===== src/rtl/arb_tree_pkg.sv =====
`default_nettype none
// ============================================================================
// Module   : arb_tree_pkg
// Brief    : Candidate layout helpers and the win rule for the max-arbitration tree.
// Revision : 1.0 - initial release
// ============================================================================
package arb_tree_pkg;

    // Candidates travel as packed vectors {found, index, value}.
    // Values wider than this are not supported by cmp_sel.
    localparam int CMP_MAX_W = 256;

    function automatic int cand_width(input int iw, input int w);
        return 1 + iw + w;
    endfunction

    // Returns 1 when b (higher index range) beats a; ties go to a.
    function automatic logic cmp_sel(
        input logic                 a_found,
        input logic [CMP_MAX_W-1:0] a_value,
        input logic                 b_found,
        input logic [CMP_MAX_W-1:0] b_value
    );
        return b_found && (!a_found || (b_value > a_value));
    endfunction

endpackage
`default_nettype wire


===== src/rtl/arb_tree_pipe_if.sv =====
`default_nettype none
// ============================================================================
// Module   : arb_tree_pipe_if
// Brief    : Input vector / result handshake bundle of the arbitration tree.
// Revision : 1.0 - initial release
// ============================================================================
interface arb_tree_pipe_if #(
    parameter int N = 8,
    parameter int W = 32
);
    localparam int IW = $clog2(N);

    logic          in_valid;
    logic          in_ready;
    logic [W-1:0]  values [N];
    logic [N-1:0]  enable;
    logic          out_valid;
    logic          out_ready;
    logic [IW-1:0] out_index;
    logic [W-1:0]  out_value;
    logic          out_found;

    modport master (
        output in_valid, values, enable, out_ready,
        input  in_ready, out_valid, out_index, out_value, out_found
    );

    modport slave (
        input  in_valid, values, enable, out_ready,
        output in_ready, out_valid, out_index, out_value, out_found
    );
endinterface
`default_nettype wire


===== src/rtl/arb_tree_level.sv =====
`default_nettype none
// ============================================================================
// Module   : arb_tree_level
// Brief    : One registered tree level: reduces NIN candidates to ceil(NIN/2).
// Revision : 1.0 - initial release
// ============================================================================
module arb_tree_level
    import arb_tree_pkg::*;
#(
    parameter int NIN = 2,
    parameter int IW  = 1,
    parameter int W   = 32,
    localparam int CW   = cand_width(IW, W),
    localparam int NOUT = (NIN + 1) / 2
) (
    input  wire logic                clk,
    input  wire logic                rst,
    input  wire logic                i_advance,
    input  wire logic [NIN*CW-1:0]   i_cand,
    output logic      [NOUT*CW-1:0]  o_cand
);

    logic [2*NOUT*CW-1:0] w_pad;
    logic [NOUT*CW-1:0]   w_next;
    logic [NOUT*CW-1:0]   r_cand;

    // An odd trailing candidate is paired with an empty (never winning) one.
    assign w_pad = (2*NOUT*CW)'(i_cand);

    for (genvar j = 0; j < NOUT; j++) begin : g_pair
        logic [CW-1:0] w_a;
        logic [CW-1:0] w_b;
        logic [CW-1:0] w_win;
        logic          w_b_wins;

        assign w_a      = w_pad[2*j*CW +: CW];
        assign w_b      = w_pad[(2*j+1)*CW +: CW];
        assign w_b_wins = cmp_sel(w_a[CW-1], CMP_MAX_W'(w_a[W-1:0]),
                                  w_b[CW-1], CMP_MAX_W'(w_b[W-1:0]));
        assign w_win    = w_b_wins ? w_b : w_a;
        // A disabled leaf still carries its index; an empty result must be all zero.
        assign w_next[j*CW +: CW] = w_win[CW-1] ? w_win : '0;
    end

    always_ff @(posedge clk or posedge rst) begin
        if (rst) begin
            r_cand <= '0;
        end else if (i_advance) begin
            r_cand <= w_next;
        end
    end

    assign o_cand = r_cand;

endmodule
`default_nettype wire


===== src/rtl/arb_tree_pipe.sv =====
`default_nettype none
// ============================================================================
// Module   : arb_tree_pipe
// Brief    : Pipelined max-arbitration tree, one register per level, global stall.
// Revision : 1.0 - initial release
// ============================================================================
module arb_tree_pipe
    import arb_tree_pkg::*;
#(
    parameter int N = 8,
    parameter int W = 32
) (
    input  wire logic      clk,
    input  wire logic      reset,
    arb_tree_pipe_if.slave bus
);

    localparam int IW       = $clog2(N);
    localparam int LEVELS   = $clog2(N);
    localparam int NPAD     = 1 << LEVELS;
    localparam int CW       = cand_width(IW, W);
    localparam int OFF_LAST = (2*NPAD - 2) * CW;

    // All tree stages packed back to back: stage s holds NPAD>>s candidates.
    logic [(2*NPAD-1)*CW-1:0] w_tree;
    logic [LEVELS-1:0]        r_vld;
    logic                     w_advance;
    logic [CW-1:0]            w_last;

    assign w_advance   = !r_vld[LEVELS-1] || bus.out_ready;
    assign bus.in_ready = w_advance;

    for (genvar i = 0; i < NPAD; i++) begin : g_leaf
        if (i < N) begin : g_src
            assign w_tree[i*CW +: CW] = {bus.enable[i], IW'(i), bus.values[i]};
        end else begin : g_pad
            assign w_tree[i*CW +: CW] = '0;
        end
    end

    for (genvar k = 0; k < LEVELS; k++) begin : g_level
        localparam int NIN     = NPAD >> k;
        localparam int OFF_IN  = (2*NPAD - (2*NPAD >> k)) * CW;
        localparam int OFF_OUT = (2*NPAD - (NPAD >> k)) * CW;

        arb_tree_level #(
            .NIN (NIN),
            .IW  (IW),
            .W   (W)
        ) u_level (
            .clk       (clk),
            .rst       (reset),
            .i_advance (w_advance),
            .i_cand    (w_tree[OFF_IN +: NIN*CW]),
            .o_cand    (w_tree[OFF_OUT +: (NIN/2)*CW])
        );
    end

    always_ff @(posedge clk or posedge reset) begin
        if (reset) begin
            r_vld <= '0;
        end else if (w_advance) begin
            r_vld <= (r_vld << 1) | LEVELS'(bus.in_valid);
        end
    end

    assign w_last        = w_tree[OFF_LAST +: CW];
    assign bus.out_valid = r_vld[LEVELS-1];
    assign bus.out_found = w_last[CW-1];
    assign bus.out_index = w_last[W +: IW];
    assign bus.out_value = w_last[W-1:0];

endmodule
`default_nettype wire


===== src/flat_wrapper.sv =====
// flat-port wrapper written by rule: the top's interface ports become plain ports
module arb_tree_pipe_flat import arb_tree_pkg::*;
#(
    parameter int N = 8,
    parameter int W = 32
)
  (clk, reset, bus_in_valid, bus_values, bus_enable, bus_out_ready, bus_in_ready, bus_out_valid, bus_out_index, bus_out_value, bus_out_found);
  arb_tree_pipe_if #(.N(N), .W(W)) bus_i ();
  input  wire logic clk;
  input  wire logic reset;
  input wire logic [$bits(bus_i.in_valid)-1:0] bus_in_valid;
  input wire logic [$bits(bus_i.values)-1:0] bus_values;
  input wire logic [$bits(bus_i.enable)-1:0] bus_enable;
  input wire logic [$bits(bus_i.out_ready)-1:0] bus_out_ready;
  output wire logic [$bits(bus_i.in_ready)-1:0] bus_in_ready;
  output wire logic [$bits(bus_i.out_valid)-1:0] bus_out_valid;
  output wire logic [$bits(bus_i.out_index)-1:0] bus_out_index;
  output wire logic [$bits(bus_i.out_value)-1:0] bus_out_value;
  output wire logic [$bits(bus_i.out_found)-1:0] bus_out_found;
  assign bus_i.in_valid = bus_in_valid;
  assign bus_i.values = {>>{bus_values}};
  assign bus_i.enable = bus_enable;
  assign bus_i.out_ready = bus_out_ready;
  assign bus_in_ready = bus_i.in_ready;
  assign bus_out_valid = bus_i.out_valid;
  assign bus_out_index = bus_i.out_index;
  assign bus_out_value = bus_i.out_value;
  assign bus_out_found = bus_i.out_found;
  arb_tree_pipe #(.N(N), .W(W)) u_core (.clk(clk), .reset(reset), .bus(bus_i));
endmodule

===== config.mk =====
export PLATFORM = sky130hd
export DESIGN_NAME = arb_tree_pipe_flat
export DESIGN_NICKNAME = d
export VERILOG_FILES = /design/src/rtl/arb_tree_pkg.sv /design/src/rtl/arb_tree_pipe_if.sv /design/src/rtl/arb_tree_level.sv /design/src/rtl/arb_tree_pipe.sv /design/src/flat_wrapper.sv
export SDC_FILE = /design/constraint.sdc
export NUM_CORES = 1
export LEC_CHECK = 0
export CORE_MARGIN = 2
export CORE_UTILIZATION = 55
export DETAILED_ROUTE_END_ITERATION = 8
export HOLD_SLACK_MARGIN = 0.15
export PLACE_DENSITY = 0.82
export SLEW_MARGIN = 20
export SYNTH_ARGS = -nofsm -noshare
export SYNTH_HDL_FRONTEND = slang
export SYNTH_SLANG_ARGS = --single-unit

===== constraint.sdc =====
create_clock -name clk -period 10.6 [get_ports clk]
set_input_delay 3.18 -clock clk [delete_from_list [all_inputs] [get_ports clk]]
set_output_delay 3.18 -clock clk [all_outputs]
set_load 0.01 [all_outputs]

==> flow_summary.json, run 1 <==
{
  "status": "completed",
  "slowest_delay_ns": 0.66,
  "syn_nets": 2569,
  "insertedDiodeCount": 0,
  "grt_setup_unrepaired": "no",
  "fin_skew_ns": 0.009724,
  "grt_antenna_before_repair": 0,
  "timing.critical_path.from_type": "input pin",
  "async_flop_share_pct": 100.0,
  "intPower_mw": 2.766,
  "pwr-share-clk_pct": 21.5,
  "synth_sequential_area_ratio_pct": 33.60,
  "worst_ir_drop_vdd_uv": 225.6,
  "first_pass_iters": 6,
  "dp.final_hpwl_um": 42310,
  "i_o_pin_count": 306,
  "timing.final.setup_violations": 0,
  "hold_buffers_post_cts": 0,
  "vias": 17690,
  "avgViaCountPerCell": 6.442,
  "cts_setup_buffers": 0,
  "finalMaxSlewViolations": 0,
  "final_cell_area_mm2": 0.02245,
  "worstMarginPinSlew_ns": 0.9806,
  "drcViolationCount": 0,
  "hold_slack_final_ns": 0.4735,
  "cts_h_tree_depth": 1,
  "cts_repair_resize_count": 0,
  "place_congestion": 0.9352,
  "maxSlewHeadroom_pct": 34.63,
  "cp_slowest_cell": "sky130_fd_sc_hd__clkdlybuf4s50_1",
  "clock_sink_count": 245,
  "power.static_leakage_nw": 10.10,
  "timing.critical_path.required_ns": 7.42,
  "io_buffers": 305,
  "crit_path_frequent_cell": "sky130_fd_sc_hd__clkdlybuf4s50_1",
  "postRouteAntennaNets": 0,
  "seq_power_share_pct": 32.9,
  "yosys_most_used_dff": "sky130_fd_sc_hd__dfrtp_1",
  "path_delay_family": "buffers and inverters",
  "avgRoutedWirePerCell_um": 20.72,
  "via_count_of_the_first_global_routing_pass": 17522,
  "worst_skew_pair.late_latency_ns": 0.55,
  "worstPathBufferInverterCount": 3,
  "critical_path_class": "input pin to output port",
  "min_period_ns": 8.133,
  "synth.yosys.warnings": 0,
  "synth_enable_flop_cells": 0,
  "initial_core_utilization_pct": 55.95,
  "cp.arrival_ns": 4.95,
  "power.density_cell_area_mw_per_mm2": 213.9,
  "placementRows": 66,
  "die_height_um": 186.2,
  "worst-path-max-fanout": 43,
  "core_region_area_mm2": 0.03262,
  "die-width_um": 186.2,
  "hold_path_class": "flop to flop",
  "synthesis.instances": 2077,
  "clock_path_buffers": 3,
  "grt_usage_pct": 32.96,
  "routed_wirelength_um": 56900,
  "nets": 2775,
  "endpoint_kind": "output port",
  "avgSynthCellArea_um2": 8.786,
  "cts_root_buffer": "sky130_fd_sc_hd__clkbuf_16",
  "synth_area_mm2": 0.01825,
  "layout-drive-gt1-share_pct": 6.076,
  "max_cap_viols": 0,
  "crit_path_cell_trace": "clkdlybuf4s50_1 > nor2b_4 > clkinv_2 > clkdlybuf4s50_1",
  "synthDistinctLibCells": 59,
  "max_freq_ghz": 0.1230,
  "cts_made_buffers": 28,
  "cts_tree": "yes",
  "detailed_place.area_mm2": 0.02145,
  "grt_start_max_net_pins": 154,
  "first_iter_violations": 1655,
  "setup_total_negative_slack_ns": 0,
  "cts.reportedPaths.clkPinSlew_ns": 0.06,
  "fin_crit_sh_pct": 76.73,
  "die-area_mm2": 0.03465,
  "power_switching_share_pct": 42.40,
  "grt_overflow_total": 0,
  "number_of_register_bits_inferred_by_synthesis": 245,
  "comb_power_share_pct": 45.6,
  "grt_pass1_wl_um": 90650,
  "syn_to_final_growth_pct": 23.02,
  "total_switching_power_mw": 2.036,
  "final-hold-violation-count": 0
}
power groups by stage:
stage | clock (mW) | sequential (mW) | combinational [mW]
floorplan | 0 | 1.43 | 1.60
global placement | 0 | 1.57 | 2.04
detailed placement | 0 | 1.57 | 2.13
CTS | 1.04 | 1.56 | 2.15
global route | 1.08 | 1.59 | 2.43
finish | 1.03 | 1.58 | 2.19
logic make-up after synthesis:
family,Yosys count,share of synthesized area (%)
AO/OA/AOI/OAI,593,26.18
adder cells (fa/ha/maj),224,15.36
buffers and inverters,395,9.016
flip-flops,245,33.60
multiplexers,4,0.2468
AND/OR/NAND/NOR,616,15.61
through the flow:
step	worst slack, ns	instances	util, %	total power [mW]
final	2.467	2746	68.82	4.802
after global routing	2.404	2746	68.82	5.108
after CTS	2.487	2745	68.74	4.747
after detailed placement	2.489	2694	65.75	3.702
after global placement	2.499	2694	65.75	3.606
after floorplan	0.6901	2077	-	3.028
final cells by class:
| class | instances | area, um^2 |
|---|---|---|
| repair buffers | 328 | 3258 |
| fillers | 2519 | 10170 |
| well taps | 442 | 553.0 |
| multi-input cells | 1437 | 10610 |
| flip-flops and latches | 245 | 6131 |
| clock buffers | 39 | 813.3 |
| clock inverters | 12 | 160.2 |
| inverters | 243 | 920.9 |
worst reg2reg max path, cell delays in order, from the launching register on:
cell and delay [ns]:
sky130_fd_sc_hd__dfrtp_1 0.44, sky130_fd_sc_hd__inv_1 0.15, sky130_fd_sc_hd__ha_1 0.33, sky130_fd_sc_hd__nand4_1 0.18
sky130_fd_sc_hd__nor4_2 0.47, sky130_fd_sc_hd__o211ai_1 0.21, sky130_fd_sc_hd__a31oi_4 0.78, sky130_fd_sc_hd__or2_2 0.74
sky130_fd_sc_hd__o221ai_1 0.24
final timing paths:
check / start / slack [ns] / cells after the start / to
max in group asynchronous: reset / 5.93 / 3 / u_core.g_level[1].u_level.o_cand[53]
setup reg to reg: u_core.g_level[0].u_level.o_cand[102] / 6.89 / 8 / u_core.g_level[1].u_level.o_cand[36]
min in group asynchronous: reset / 3.15 / 2 / u_core.g_level[0].u_level.o_cand[121]
hold reg to reg: u_core.r_vld[0] / 0.47 / 2 / u_core.r_vld[0]
hold / removal: u_core.r_vld[0] / 0.47 / 2 / u_core.r_vld[0]
setup / recovery: bus_out_ready / 2.47 / 4 / bus_in_ready
cells in the final DEF, fill, tap and decap left out, drive strengths merged, types with 28 or more instances in the layout:
cell type / n
o211ai: 137
nand2: 362
ha: 224
o2111ai: 99
nor3: 72
o221ai: 95
a21oi: 98
nand4: 28
a221o: 74
clkbuf: 39
inv: 242
and2: 66
o21ai: 31
dfrtp: 245
clkdlybuf4s50: 305
layer usage:
| metal | up-vias | GRT usage [%] | share of wire (%) |
|---|---|---|---|
| li1 | 8116 | - | - |
| met1 | 8610 | 45.06 | 42 |
| met2 | 798 | 53.41 | 46 |
| met3 | 166 | 4.517 | 7.6 |
| met4 | 0 | 12.66 | 4.3 |
| met5 | - | 0 | 0 |
state kept, by name, summed over array words and instances (netlist names):
name                           count
u_core.g_level.u_level.o_cand    242
u_core.r_vld                       3
Yosys cell counts (3+ instances only):
master | instances | area share (%)
sky130_fd_sc_hd__nand3_1 | 22 | 0.60
sky130_fd_sc_hd__o221ai_1 | 95 | 4.6
sky130_fd_sc_hd__nor4_1 | 5 | 0.17
sky130_fd_sc_hd__clkbuf_1 | 92 | 1.9
sky130_fd_sc_hd__buf_1 | 3 | 0.062
sky130_fd_sc_hd__o21ai_1 | 3 | 0.082
sky130_fd_sc_hd__a21o_1 | 14 | 0.58
sky130_fd_sc_hd__ha_1 | 224 | 15
sky130_fd_sc_hd__a2bb2oi_1 | 7 | 0.34
sky130_fd_sc_hd__nand4_1 | 28 | 0.96
sky130_fd_sc_hd__dfrtp_1 | 245 | 34
sky130_fd_sc_hd__o211ai_2 | 29 | 2.0
sky130_fd_sc_hd__or2_1 | 4 | 0.14
sky130_fd_sc_hd__and4_1 | 15 | 0.72
sky130_fd_sc_hd__o21a_1 | 7 | 0.29
sky130_fd_sc_hd__a2111oi_0 | 3 | 0.14
sky130_fd_sc_hd__inv_1 | 243 | 5.0
sky130_fd_sc_hd__nor2b_1 | 8 | 0.27
sky130_fd_sc_hd__o2111ai_1 | 99 | 4.8
sky130_fd_sc_hd__buf_4 | 12 | 0.49
sky130_fd_sc_hd__buf_12 | 3 | 0.33
sky130_fd_sc_hd__o21ai_0 | 28 | 0.77
sky130_fd_sc_hd__buf_2 | 39 | 1.1
sky130_fd_sc_hd__nor3_1 | 71 | 1.9
sky130_fd_sc_hd__o211ai_1 | 108 | 4.4
sky130_fd_sc_hd__a31oi_1 | 3 | 0.10
sky130_fd_sc_hd__o21bai_1 | 3 | 0.12
sky130_fd_sc_hd__a221o_1 | 71 | 3.9
sky130_fd_sc_hd__nor2_1 | 21 | 0.43
sky130_fd_sc_hd__and3_1 | 4 | 0.14
sky130_fd_sc_hd__a21oi_1 | 97 | 2.7
sky130_fd_sc_hd__mux2_2 | 4 | 0.25
sky130_fd_sc_hd__a221oi_1 | 6 | 0.29
sky130_fd_sc_hd__a221o_2 | 3 | 0.19
sky130_fd_sc_hd__nand2_1 | 362 | 7.4
sky130_fd_sc_hd__and2_1 | 64 | 2.2
Power figures use the tool's default switching activity.
==> run 2, diff against run 1 <==
CORE_UTILIZATION = 50   (was 55)
PLACE_DENSITY = 0.79   (was 0.82)
clock period = 7 ns   (was 10.6 ns; I/O delays follow)
==> flow_summary.json, run 2 (synthesis results as in run 1) <==
{
  "status": "completed",
  "cts_root_buffer": "sky130_fd_sc_hd__clkbuf_16",
  "die-width_um": 195.0,
  "setup_total_negative_slack_ns": 0,
  "fin_crit_sh_pct": 76.56,
  "cts_made_buffers": 27,
  "comb_power_share_pct": 46.5,
  "met1_usage_pct": 38.12,
  "drcViolationCount": 0,
  "cts_setup_buffers": 0,
  "numPlacedInstances": 2716,
  "syn_to_final_growth_pct": 22.76,
  "power.density_cell_area_mw_per_mm2": 315.0,
  "setup_slack_ns": 1.641,
  "die-area_mm2": 0.03804,
  "final_common_cell": "sky130_fd_sc_hd__nand2_1",
  "clock_path_buffers": 3,
  "intPower_mw": 4.079,
  "total_switching_power_mw": 2.977,
  "first_iter_violations": 1293,
  "worst_ir_drop_vdd_uv": 279.4,
  "cts_tree": "yes",
  "timing.critical_path.required_ns": 7.37,
  "cts.reportedPaths.clkPinSlew_ns": 0.06,
  "detailed_place.area_mm2": 0.02149,
  "worstMarginPinSlew_ns": 0.9752,
  "worst-path-max-fanout": 33,
  "core_region_area_mm2": 0.03574,
  "largest_register_ff_count": 242,
  "place_congestion": 0.9222,
  "insertedDiodeCount": 0,
  "seq_power_share_pct": 33.4,
  "clock_sink_count": 245,
  "power.static_leakage_nw": 10.06,
  "dp.final_hpwl_um": 43870,
  "grt_usage_pct": 29.60,
  "worst_skew_pair.late_latency_ns": 0.54,
  "final-hold-violation-count": 0,
  "via_count_of_the_first_global_routing_pass": 17687,
  "nets": 2778,
  "first_pass_iters": 8,
  "post_layout_nonfiller_instances": 2766,
  "die_height_um": 195.0,
  "timing.final.setup_violations": 0,
  "placementRows": 69,
  "grt_pass1_wl_um": 91610,
  "cts_h_tree_depth": 1,
  "grt_overflow_total": 0,
  "timing.critical_path.from_type": "input pin",
  "maxSlewHeadroom_pct": 34.84,
  "final_cell_area_mm2": 0.02240,
  "layout_common_cells": "sky130_fd_sc_hd__nand2_1, sky130_fd_sc_hd__clkdlybuf4s50_1, sky130_fd_sc_hd__dfrtp_1",
  "busiest_layer": "met2",
  "critical_path_class": "input pin to flop",
  "finalMaxSlewViolations": 0,
  "routed_wirelength_um": 57480,
  "grt_antenna_before_repair": 1,
  "grt_setup_unrepaired": "no",
  "grt_start_max_net_pins": 164,
  "vias": 17516,
  "hold_path_class": "flop to flop",
  "pwr-share-clk_pct": 20.0,
  "fin_skew_ns": 0.01265,
  "met2_usage_pct": 50.29,
  "endpoint_kind": "flop",
  "i_o_pin_count": 306,
  "max_cap_viols": 0,
  "postRouteAntennaNets": 0,
  "min_period_ns": 5.359,
  "cp.arrival_ns": 5.73,
  "utilization_pct": 62.68,
  "power_switching_share_pct": 42.19,
  "use_met3_pct": 4.715,
  "cts_repair_resize_count": 0,
  "io_buffers": 305,
  "avgRoutedWirePerCell_um": 20.78,
  "max_freq_ghz": 0.1866,
  "placement.setup.worst_slack_ns": 1.155,
  "hold_buffers_post_cts": 0,
  "layout-drive-gt1-share_pct": 5.987,
  "initial_core_utilization_pct": 51.06,
  "avgViaCountPerCell": 6.333
}
run 2: changes by cell type in the layout (fill, tap and decap cells not counted), sizes merged:
cell / delta
buf: +4
bufinv: -2
clkbuf: +2
clkinv: -3
clkinvlp: +1
inv: -1
run 2: metal layers:
metal	part of all wire, %	up-vias
met1	41	8620
li1	-	8099
met2	48	645
met4	4.1	0
met3	6.6	152
met5	0	-
run 2: power by group through the flow:
stage,clock network (mW),logic [mW],registers [mW]
floorplan,0,2.42,2.17
global placement,0,3.08,2.36
detailed placement,0,3.22,2.36
CTS,1.43,3.25,2.34
global route,1.48,3.66,2.39
finish,1.41,3.28,2.36
run 2: layout make-up:
| cell class | count | area (um^2) |
|---|---|---|
| repair buffers | 332 | 3292 |
| fillers | 3000 | 13340 |
| flip-flops and latches | 245 | 6131 |
| clock inverters | 7 | 85.08 |
| well taps | 461 | 576.8 |
| multi-input cells | 1437 | 10610 |
| inverters | 243 | 917.1 |
| clock buffers | 41 | 788.3 |
run 2: path summary, 6_finish.rpt:
path | cells after the start | slack, ns | from | endpoint
max | 9 | 1.64 | bus_values[46] | u_core.g_level[0].u_level.o_cand[108]
min | 1 | 0.46 | u_core.r_vld[1] | u_core.r_vld[2]
max reg2reg | 7 | 3.39 | u_core.g_level[1].u_level.o_cand[50] | u_core.g_level[2].u_level.o_cand[31]
min reg2reg | 1 | 0.46 | u_core.r_vld[1] | u_core.r_vld[2]
max in group asynchronous | 3 | 3.84 | reset | u_core.g_level[0].u_level.o_cand[4]
min in group asynchronous | 2 | 1.92 | reset | u_core.g_level[0].u_level.o_cand[123]
run 2: worst max-delay path, cell delays in order:
cell                              delay (ns)
sky130_fd_sc_hd__clkdlybuf4s50_1        0.49
sky130_fd_sc_hd__inv_1                  0.05
sky130_fd_sc_hd__ha_1                   0.31
sky130_fd_sc_hd__nand4_1                0.18
sky130_fd_sc_hd__or4_1                  0.59
sky130_fd_sc_hd__nor3_1                 0.36
sky130_fd_sc_hd__a221o_2                0.67
sky130_fd_sc_hd__o21a_2                 0.73
sky130_fd_sc_hd__o311ai_0               0.22
run 2: metrics by stage:
step                hold slack [ns]  total power [mW]
finish                       0.4639             7.057
floorplan                    0.4300             4.585
global route                 0.4786             7.536
global placement             0.4411             5.436
detailed placement           0.4633             5.576
CTS                          0.4712             7.017
==> run 3, diff against run 2 <==
clock period = 4.35 ns   (was 7 ns; I/O delays follow)
==> flow_summary.json, run 3 (synthesis results as in run 1) <==
{
  "endpoint_kind": "output port",
  "critical_path_class": "input pin to output port",
  "hold_slack_final_ns": 0.4705,
  "final-hold-violation-count": 0,
  "post_layout_nonfiller_instances": 2793,
  "die-area_mm2": 0.03804,
  "die-width_um": 195.0,
  "crit_path_cell_trace": "clkdlybuf4s50_1 > nor2b_4 > clkinv_2 > clkdlybuf4s50_1",
  "cts_setup_buffers": 0,
  "grt_pass1_wl_um": 91650,
  "syn_to_final_growth_pct": 24.91,
  "place_congestion": 0.9391,
  "cts.reportedPaths.clkPinSlew_ns": 0.06,
  "worst-path-max-fanout": 7,
  "i_o_pin_count": 306,
  "worst_skew_pair.late_latency_ns": 0.55,
  "via_count_of_the_first_global_routing_pass": 17846,
  "largest_register_ff_count": 242,
  "grt_usage_pct": 29.61,
  "vias": 17591,
  "n_fill_cell": 2953,
  "grt_overflow_total": 0,
  "grt_start_max_net_pins": 113,
  "power.static_leakage_nw": 10.26,
  "clock_path_buffers": 3,
  "cts_made_buffers": 29,
  "final_common_cell": "sky130_fd_sc_hd__nand2_1",
  "fin_skew_ns": 0.01903,
  "seq_area_mm2": 0.006131,
  "routed_wirelength_um": 57610,
  "die_height_um": 195.0,
  "multi_input_area_mm2": 0.01061,
  "initial_core_utilization_pct": 51.06,
  "numPlacedInstances": 2738,
  "avgRoutedWirePerCell_um": 20.63,
  "timing.final.setup_violations": 0,
  "hold_path_class": "flop to flop",
  "slowest_delay_ns": 0.51,
  "clock_sink_count": 245,
  "crit_path_frequent_cell": "sky130_fd_sc_hd__clkdlybuf4s50_1",
  "min_period_ns": 3.947,
  "cp.arrival_ns": 2.64,
  "grt_setup_unrepaired": "no",
  "fin_crit_sh_pct": 90.73,
  "status": "completed",
  "maxSlewHeadroom_pct": 39.94,
  "worstPathBufferInverterCount": 3,
  "timing.critical_path.from_type": "input pin",
  "timing.critical_path.required_ns": 3.04,
  "grt_antenna_before_repair": 3,
  "cp_slowest_cell": "sky130_fd_sc_hd__clkdlybuf4s50_1",
  "cts_repair_resize_count": 0,
  "first_iter_violations": 1350,
  "hold_buffers_post_cts": 0,
  "power.density_cell_area_mw_per_mm2": 516.0,
  "drcViolationCount": 0,
  "max_cap_viols": 0,
  "nets": 2801,
  "worst_ir_drop_vdd_uv": 511.7,
  "worstMarginPinSlew_ns": 0.9009,
  "path_delay_family": "buffers and inverters",
  "core_region_area_mm2": 0.03574,
  "first_pass_iters": 5,
  "max_freq_ghz": 0.2534,
  "postRouteAntennaNets": 0,
  "layout_common_cells": "sky130_fd_sc_hd__nand2_1, sky130_fd_sc_hd__clkdlybuf4s50_1, sky130_fd_sc_hd__dfrtp_1",
  "dp.final_hpwl_um": 43920,
  "cts_root_buffer": "sky130_fd_sc_hd__clkbuf_16",
  "cts_h_tree_depth": 1,
  "finalMaxSlewViolations": 0,
  "cts_tree": "yes",
  "io_buffers": 305,
  "layout-drive-gt1-share_pct": 7.039,
  "placementRows": 69,
  "avgViaCountPerCell": 6.298
}
[run 3: cell types whose count changed in the layout (fill, tap and decap cells not counted)]
| cell | delta |
|---|---|
| sky130_fd_sc_hd__buf_4 | +14 |
| sky130_fd_sc_hd__buf_12 | +7 |
| sky130_fd_sc_hd__clkbuf_1 | -5 |
| sky130_fd_sc_hd__or2_1 | +4 |
| sky130_fd_sc_hd__or2_2 | -4 |
| sky130_fd_sc_hd__bufinv_16 | +2 |
| sky130_fd_sc_hd__clkbuf_16 | +2 |
| sky130_fd_sc_hd__clkbuf_8 | +2 |
| sky130_fd_sc_hd__clkinvlp_4 | +2 |
| sky130_fd_sc_hd__diode_2 | +2 |
| sky130_fd_sc_hd__inv_6 | +1 |
[run 3: metal layers]
metal | track usage, % | part of all wire [%]
met1 | 37.03 | 40
met5 | 0 | 0.031
met2 | 49.72 | 48
met4 | 13.54 | 5.0
met3 | 5.630 | 7.2
[run 3: final cells by class]
type	count	area share [%]
Antenna cell	2	0.02196
Multi-Input combinational cell	1437	46.55
Sequential cell	245	26.90
Inverter	243	4.023
Clock inverter	12	0.7410
Timing Repair Buffer	353	15.52
Clock buffer	40	3.716
Tap cell	461	2.530
[run 3: per-stage QoR]
| step | TNS [ns] | setup slack [ns] | instance area (um^2) | utilization [%] | power, mW |
|---|---|---|---|---|---|
| finish | 0 | 0.4034 | 22790 | 63.78 | 11.76 |
| global placement | 0 | 0.2149 | 21740 | 60.83 | 8.843 |
| floorplan | -42.33 | -0.1728 | 18250 | - | 7.379 |
| CTS | 0 | 0.3949 | 22760 | 63.67 | 11.69 |
| detailed placement | 0 | 0.1555 | 21740 | 60.83 | 9.058 |
| global route | 0 | 0.3204 | 22790 | 63.76 | 12.52 |
[run 3: tightest hold or removal path: cells and delay by family, from the launching register on]
family           cells  cell delay [ns]
DFF                  1             0.34
and+or+nand+nor      2             0.10
[run 3: final timing paths]
| check | to | startpoint | depth (start not counted) | slack (ns) |
|---|---|---|---|---|
| min in group asynchronous | u_core.g_level[0].u_level.o_cand[123] | reset | 2 | 1.12 |
| min | u_core.r_vld[1] | u_core.r_vld[1] | 2 | 0.47 |
| max reg2reg | u_core.g_level[1].u_level.o_cand[69] | u_core.g_level[0].u_level.o_cand[138] | 9 | 1.04 |
| max | bus_in_ready | bus_out_ready | 4 | 0.40 |
| max in group asynchronous | u_core.g_level[0].u_level.o_cand[42] | reset | 3 | 2.28 |
| min reg2reg | u_core.r_vld[1] | u_core.r_vld[1] | 2 | 0.47 |
[run 3: report_power, final]
group	internal, mW	switching (mW)
combinational	2.23	3.17
clock	1.59	0.977
sequential	3.04	0.763
==> RTL edit 1: new RTL, settings of run 2 <==
Reset style: synchronous (`reset` and `rst`), changed in 2 clocked blocks.
--- a/src/rtl/arb_tree_level.sv
+++ b/src/rtl/arb_tree_level.sv
@@ -44,3 +44,3 @@
 
-    always_ff @(posedge clk or posedge rst) begin
+    always_ff @(posedge clk) begin
         if (rst) begin
--- a/src/rtl/arb_tree_pipe.sv
+++ b/src/rtl/arb_tree_pipe.sv
@@ -58,3 +58,3 @@
 
-    always_ff @(posedge clk or posedge reset) begin
+    always_ff @(posedge clk) begin
         if (reset) begin
Function: differs if reset is asserted again (counterexample within 4 cycles, from zero or initial values and one cycle with reset high); with reset held inactive, the same outputs for 4 cycles.
==> RTL edit 1 against run 2 <==
Cell area fell by 5.1%; sequential cell count did not move; count of clock-buffer cells in the layout fell by 1; sequential share of layout area fell by 4.3 points; synthesized area fell by 7.4%; wire length fell by 9.3%; setup slack improved by 0.016 ns; highest routed layer unchanged.
Power is not compared: it rests on default switching activity, and its combinational part moved more than twofold at a synthesized area within 25%.
==> RTL edit 1: results (changes against run 2) <==
[grt]
grt_pass1_wl_mm=85.0  ; was 91.6 mm
grt_max_degree=83  ; was 164
grt_usage=0.291  ; was 0.296
antenna_found_initial=0  ; was 1
grt_pass1_vias=16500  ; was 17,700

[detailed_routing]
drt-total-wl_mm=52.1  ; was 57.5 mm
drt_pass1_iterations=5  ; was 8
drt_iter0_drc=1383  ; was 1,293
vias_per_cell=5.98  ; was 6.33

[hold_path]
min_path_type=flop to flop  ; unchanged
min-delay-start=u_core.r_vld[1]$_SDFFE_PP0P_  ; was u_core.r_vld[1]$_DFFE_PP0P_
hold-path-cell-count=2  ; was 1
worstHoldEndpoint=u_core.r_vld[2]$_SDFFE_PP0P_  ; was u_core.r_vld[2]$_DFFE_PP0P_

[critical_path]
r2r_end=u_core.g_level[1].u_level.o_cand[17]$_SDFFE_PP0P_  ; was u_core.g_level[2].u_level.o_cand[31]$_DFFE_PP0P_
cp_max_fo=2  ; was 33
rr_startpoint=u_core.g_level[0].u_level.o_cand[31]$_SDFFE_PP0P_  ; was u_core.g_level[1].u_level.o_cand[50]$_DFFE_PP0P_
slowest_delay_ns=0.55  ; was 0.73 ns
rr_worst_depth=9  ; was 7
cpLargestDelayFamily=buffers and inverters  ; was compound AO/OA/AOI/OAI gates
rrSetupSlack_ns=3.62  ; was 3.39 ns
cp_slowest_cell=clkdlybuf4s50_1  ; was o21a_2
cp.arrival_ns=3.24  ; was 5.73 ns

[layout]
largest_reg_flops=242  ; unchanged
n_antenna_cell=0  ; unchanged
post_route_cells_drive_above_1_share=0.0382  ; was 0.0599
design.final.nets=2911  ; was 2,778

[synthesis]
ys_top_cells_by_count=nand2_1 (473), o211ai_1 (346), dfxtp_1 (245)  ; was nand2_1 (362), dfrtp_1 (245), inv_1 (243)
ys_seq_area_frac=0.290  ; was 0.336
yosysWarnings=0  ; unchanged
synth_area_leaders=dfxtp_1 (29%), ha_1 (17%), o211ai_1 (15%), nand2_1 (11%), inv_1 (5.1%)  ; was dfrtp_1 (34%), ha_1 (15%), nand2_1 (7.4%), inv_1 (5.0%), o2111ai_1 (4.8%)
synth-async-reset-ratio=0  ; was 1.00
ys_types=46  ; was 59
synth_flop_cell=dfxtp_1  ; was dfrtp_1
synth_nets=2702  ; was 2,569

[power]
peakVddDrop_mv=0.171
leakage_nw=8.34
swShare=0.297

[clock_tree]
cts_resized=0  ; unchanged
postCtsSetupRepairBufs=0  ; unchanged
cts.clk_slew.worst_paths_ns=0.06  ; about the same
h-tree-depth=1  ; unchanged
clock_latency_ns=0.56  ; was 0.54 ns
cts_inserted_buffers=27  ; unchanged
root_buffer=clkbuf_16  ; unchanged
clock_path_buffers=3  ; unchanged

[placement]
io_buffers=305  ; unchanged
gp_congestion=0.924  ; was 0.922
preCtsSetupSlack_ns=1.39  ; was 1.16 ns
hpwlAfterDp_mm=40.5  ; was 43.9 mm

[timing]
fin_tns_setup_ns=0  ; unchanged
setup_viol=0  ; unchanged
timing.hold.ws_ns=0.464  ; about the same
slew_headroom=0.339  ; was 0.348
fin_skew_ns=0.0283  ; was 0.0126 ns

[outcome]
status=finished, final reports clean  ; unchanged

[RTL edit 1: cell count changes in the layout (fill, tap and decap cells not counted), moves of 67 or more]
cell,before,now
dfxtp_1,0,245
o221ai_1,95,0
nand2_1,362,473
o2111ai_1,99,32
dfrtp_1,245,0
o211ai_1,108,346
[RTL edit 1: layout make-up]
class,instances,area [um2]
multi-input cells,1579,10600
well taps,448,561
flip-flops and latches,245,4900
inverters,231,867
repair buffers,335,3380
fillers,2856,12200
clock buffers,40,805
clock inverters,7,139
[RTL edit 1: how the worst max path moves through the flow]
stage                                                                     to            start  slack (ns)
after CTS                                                       bus_in_ready    bus_out_ready        1.66
final                                                           bus_in_ready    bus_out_ready        1.66
after detailed placement   u_core.g_level[0].u_level.o_cand[29]$_SDFFE_PP0P_  bus_values[254]        1.39
after global routing      u_core.g_level[0].u_level.o_cand[138]$_SDFFE_PP0P_   bus_values[63]        1.57
after global placement     u_core.g_level[0].u_level.o_cand[27]$_SDFFE_PP0P_  bus_values[253]        1.55
after floorplan                                                 bus_in_ready    bus_out_ready        2.02
[RTL edit 1: power by group through the flow]
stage	clock network, W	logic [W]	registers (W)
2_1_floorplan	0	0.000558	0.00157
3_3_place_gp	0	0.000863	0.00162
3_5_place_dp	0	0.000901	0.00162
4_1_cts	0.00154	0.000908	0.00159
5_1_grt	0.00159	0.00104	0.00160
6_report	0.00152	0.000926	0.00159
[RTL edit 1: layer usage]
| layer | track usage | up-vias | routed length (um) | share of wire |
|---|---|---|---|---|
| met5 | 0 | - | 0 | 0 |
| met4 | 0.0930 | 0 | 1870 | 0.036 |
| met3 | 0.0350 | 121 | 3120 | 0.060 |
| met2 | 0.490 | 596 | 24500 | 0.47 |
| met1 | 0.389 | 8141 | 22600 | 0.43 |
| li1 | - | 8391 | - | - |
[RTL edit 1: cells by family after synthesis]
group	after synthesis	share of synthesized area
compound gates	633	0.271
simple gates	721	0.184
flops	245	0.290
fa+ha+maj	224	0.166
mux	1	0.000592
buf+inv	386	0.0886
[RTL edit 1: tightest hold or removal path, stage by stage, from the launching register on]
cell and delay [ns]:
dfxtp_1 0.30, inv_1 0.06, a21oi_1 0.06
[RTL edit 1: stage by stage]
| step | total power, W | cells | area, um2 | util |
|---|---|---|---|---|
| floorplan | 0.00213 | 2210 | 16900 | - |
| global placement | 0.00248 | 2833 | 20200 | 0.604 |
| detailed placement | 0.00252 | 2835 | 20200 | 0.605 |
| CTS | 0.00404 | 2882 | 21200 | 0.634 |
| global route | 0.00423 | 2885 | 21300 | 0.636 |
| finish | 0.00404 | 2885 | 21300 | 0.636 |
==> RTL edit 2: new RTL, settings of run 2 <==
Without the edit above. `W` is set to 32 in 4 places; all go to 16.
--- a/src/rtl/arb_tree_pipe_if.sv
+++ b/src/rtl/arb_tree_pipe_if.sv
@@ -8,3 +8,3 @@
     parameter int N = 8,
-    parameter int W = 32
+    parameter int W = 16
 );
--- a/src/rtl/arb_tree_level.sv
+++ b/src/rtl/arb_tree_level.sv
@@ -11,3 +11,3 @@
     parameter int IW  = 1,
-    parameter int W   = 32,
+    parameter int W   = 16,
     localparam int CW   = cand_width(IW, W),
--- a/src/rtl/arb_tree_pipe.sv
+++ b/src/rtl/arb_tree_pipe.sv
@@ -10,3 +10,3 @@
     parameter int N = 8,
-    parameter int W = 32
+    parameter int W = 16
 ) (
--- a/src/flat_wrapper.sv
+++ b/src/flat_wrapper.sv
@@ -4,3 +4,3 @@
     parameter int N = 8,
-    parameter int W = 32
+    parameter int W = 16
 )
Ports: changed (resized bus_out_value and bus_values); port bits go from 306 to 162. The function was not compared with the original's and may differ.
==> RTL edit 2 against run 2 <==
Power decreased by 49%; setup slack got worse by 0.0025 ns; cell area decreased by 50%; sequential cell count decreased by 112; largest cell class unchanged; via count decreased by 56%; synthesized area decreased by 51%; wire length decreased by 60%.
==> RTL edit 2: results (changes against run 2) <==
[grt]
antenna_found_initial=0  ; was 1
grt_pass1_wl_mm=37.2  ; was 91.6 mm
met2_usage=0.419  ; was 0.503

[floorplanning]
core_mm2=0.0174  ; was 0.0357 mm2

[synthesis]
ys_types=45  ; was 59
ys_top_cells_by_count=nand2_1 (145), dfrtp_1 (133), inv_1 (114)  ; was nand2_1 (362), dfrtp_1 (245), inv_1 (243)
synth_adder_area_share=0.156  ; was 0.154
ys_seq_area_frac=0.371  ; was 0.336

[critical_path]
slowest_delay_ns=0.52  ; was 0.73 ns
rr_startpoint=u_core.g_level[0].u_level.o_cand[35]$_DFFE_PP0P_  ; was u_core.g_level[1].u_level.o_cand[50]$_DFFE_PP0P_
rrSetupSlack_ns=3.99  ; was 3.39 ns
cp.arrival_ns=3.26  ; was 5.73 ns

[power]
pg_seq_w=0.00121  ; was 0.00236 W
peakVddDrop_mv=0.317  ; was 0.279 mV
leakage_nw=5.33  ; was 10.1 nW
pg_clk_w=0.000874  ; was 0.00141 W

[clock_tree]
clock_latency_ns=0.42  ; was 0.54 ns
clock_path_buffers=2  ; was 3
cts_inserted_buffers=17  ; was 27
h-tree-depth=4  ; was 1

[timing]
worstMarginPinSlew_ns=1.02  ; was 0.975 ns
post-route-period-util=0.766  ; about the same
fin_skew_ns=0.0102  ; was 0.0126 ns

[layout]
design.final.nets=1363  ; was 2,778
post_route_cells_drive_above_1_share=0.0508  ; was 0.0599

[placement]
gp_congestion=0.897  ; was 0.922
io_buffers=161  ; was 305
preCtsSetupSlack_ns=1.64  ; was 1.16 ns

[detailed_routing]
vias_per_cell=5.67  ; was 6.33
drt_pass1_iterations=5  ; was 8
drt-total-wl_mm=23.1  ; was 57.5 mm

[outcome]
status=finished, final reports clean  ; unchanged

==> RTL edit 2: cell count changes in the layout (fill, tap and decap cells not counted), moves of 102 or more <==
| cell | delta |
|---|---|
| dfrtp_1 | -112 |
| ha_1 | -112 |
| o211ai_1 | -102 |
| inv_1 | -128 |
| nand2_1 | -217 |
| clkdlybuf4s50_1 | -144 |
==> RTL edit 2: kinds of logic after synthesis <==
family / count (synthesis)
buffers and inverters: 157
and+or+nand+nor: 235
muxes: 116
AOI/OAI and AO/OA: 211
DFF: 133
adders and majority gates: 112
==> RTL edit 2: layout make-up <==
type,count,area [um2]
Fill cell,1399,6140
Multi-Input combinational cell,674,4970
Tap cell,225,282
Clock buffer,21,480
Sequential cell,133,3330
Inverter,115,434
Timing Repair Buffer,170,1680
Clock inverter,8,101
==> RTL edit 2: routing by layer <==
layer / vias to the layer above / wire [um] / share of wire
met5: - / 0 / 0
met4: 0 / 306 / 0.013
met3: 23 / 1350 / 0.058
met2: 198 / 11200 / 0.49
met1: 3709 / 10200 / 0.44
li1: 3704 / - / -
==> RTL edit 2: per-stage QoR <==
stage / instance area (um2) / hold slack, ns / utilization / std cells / total power (W)
2_1_floorplan: 8970 / 0.430 / - / 964 / 0.00218
3_3_place_gp: 10700 / 0.445 / 0.613 / 1316 / 0.00263
3_5_place_dp: 10700 / 0.461 / 0.613 / 1316 / 0.00268
4_1_cts: 11300 / 0.473 / 0.646 / 1345 / 0.00358
5_1_grt: 11300 / 0.502 / 0.648 / 1346 / 0.00381
6_report: 11300 / 0.470 / 0.648 / 1346 / 0.00358
==> RTL edit 2: tightest hold or removal path, stage by stage (launching register included) <==
cell and delay, ns:
dfrtp_1 0.34, nand2_1 0.05, nand2_1 0.05
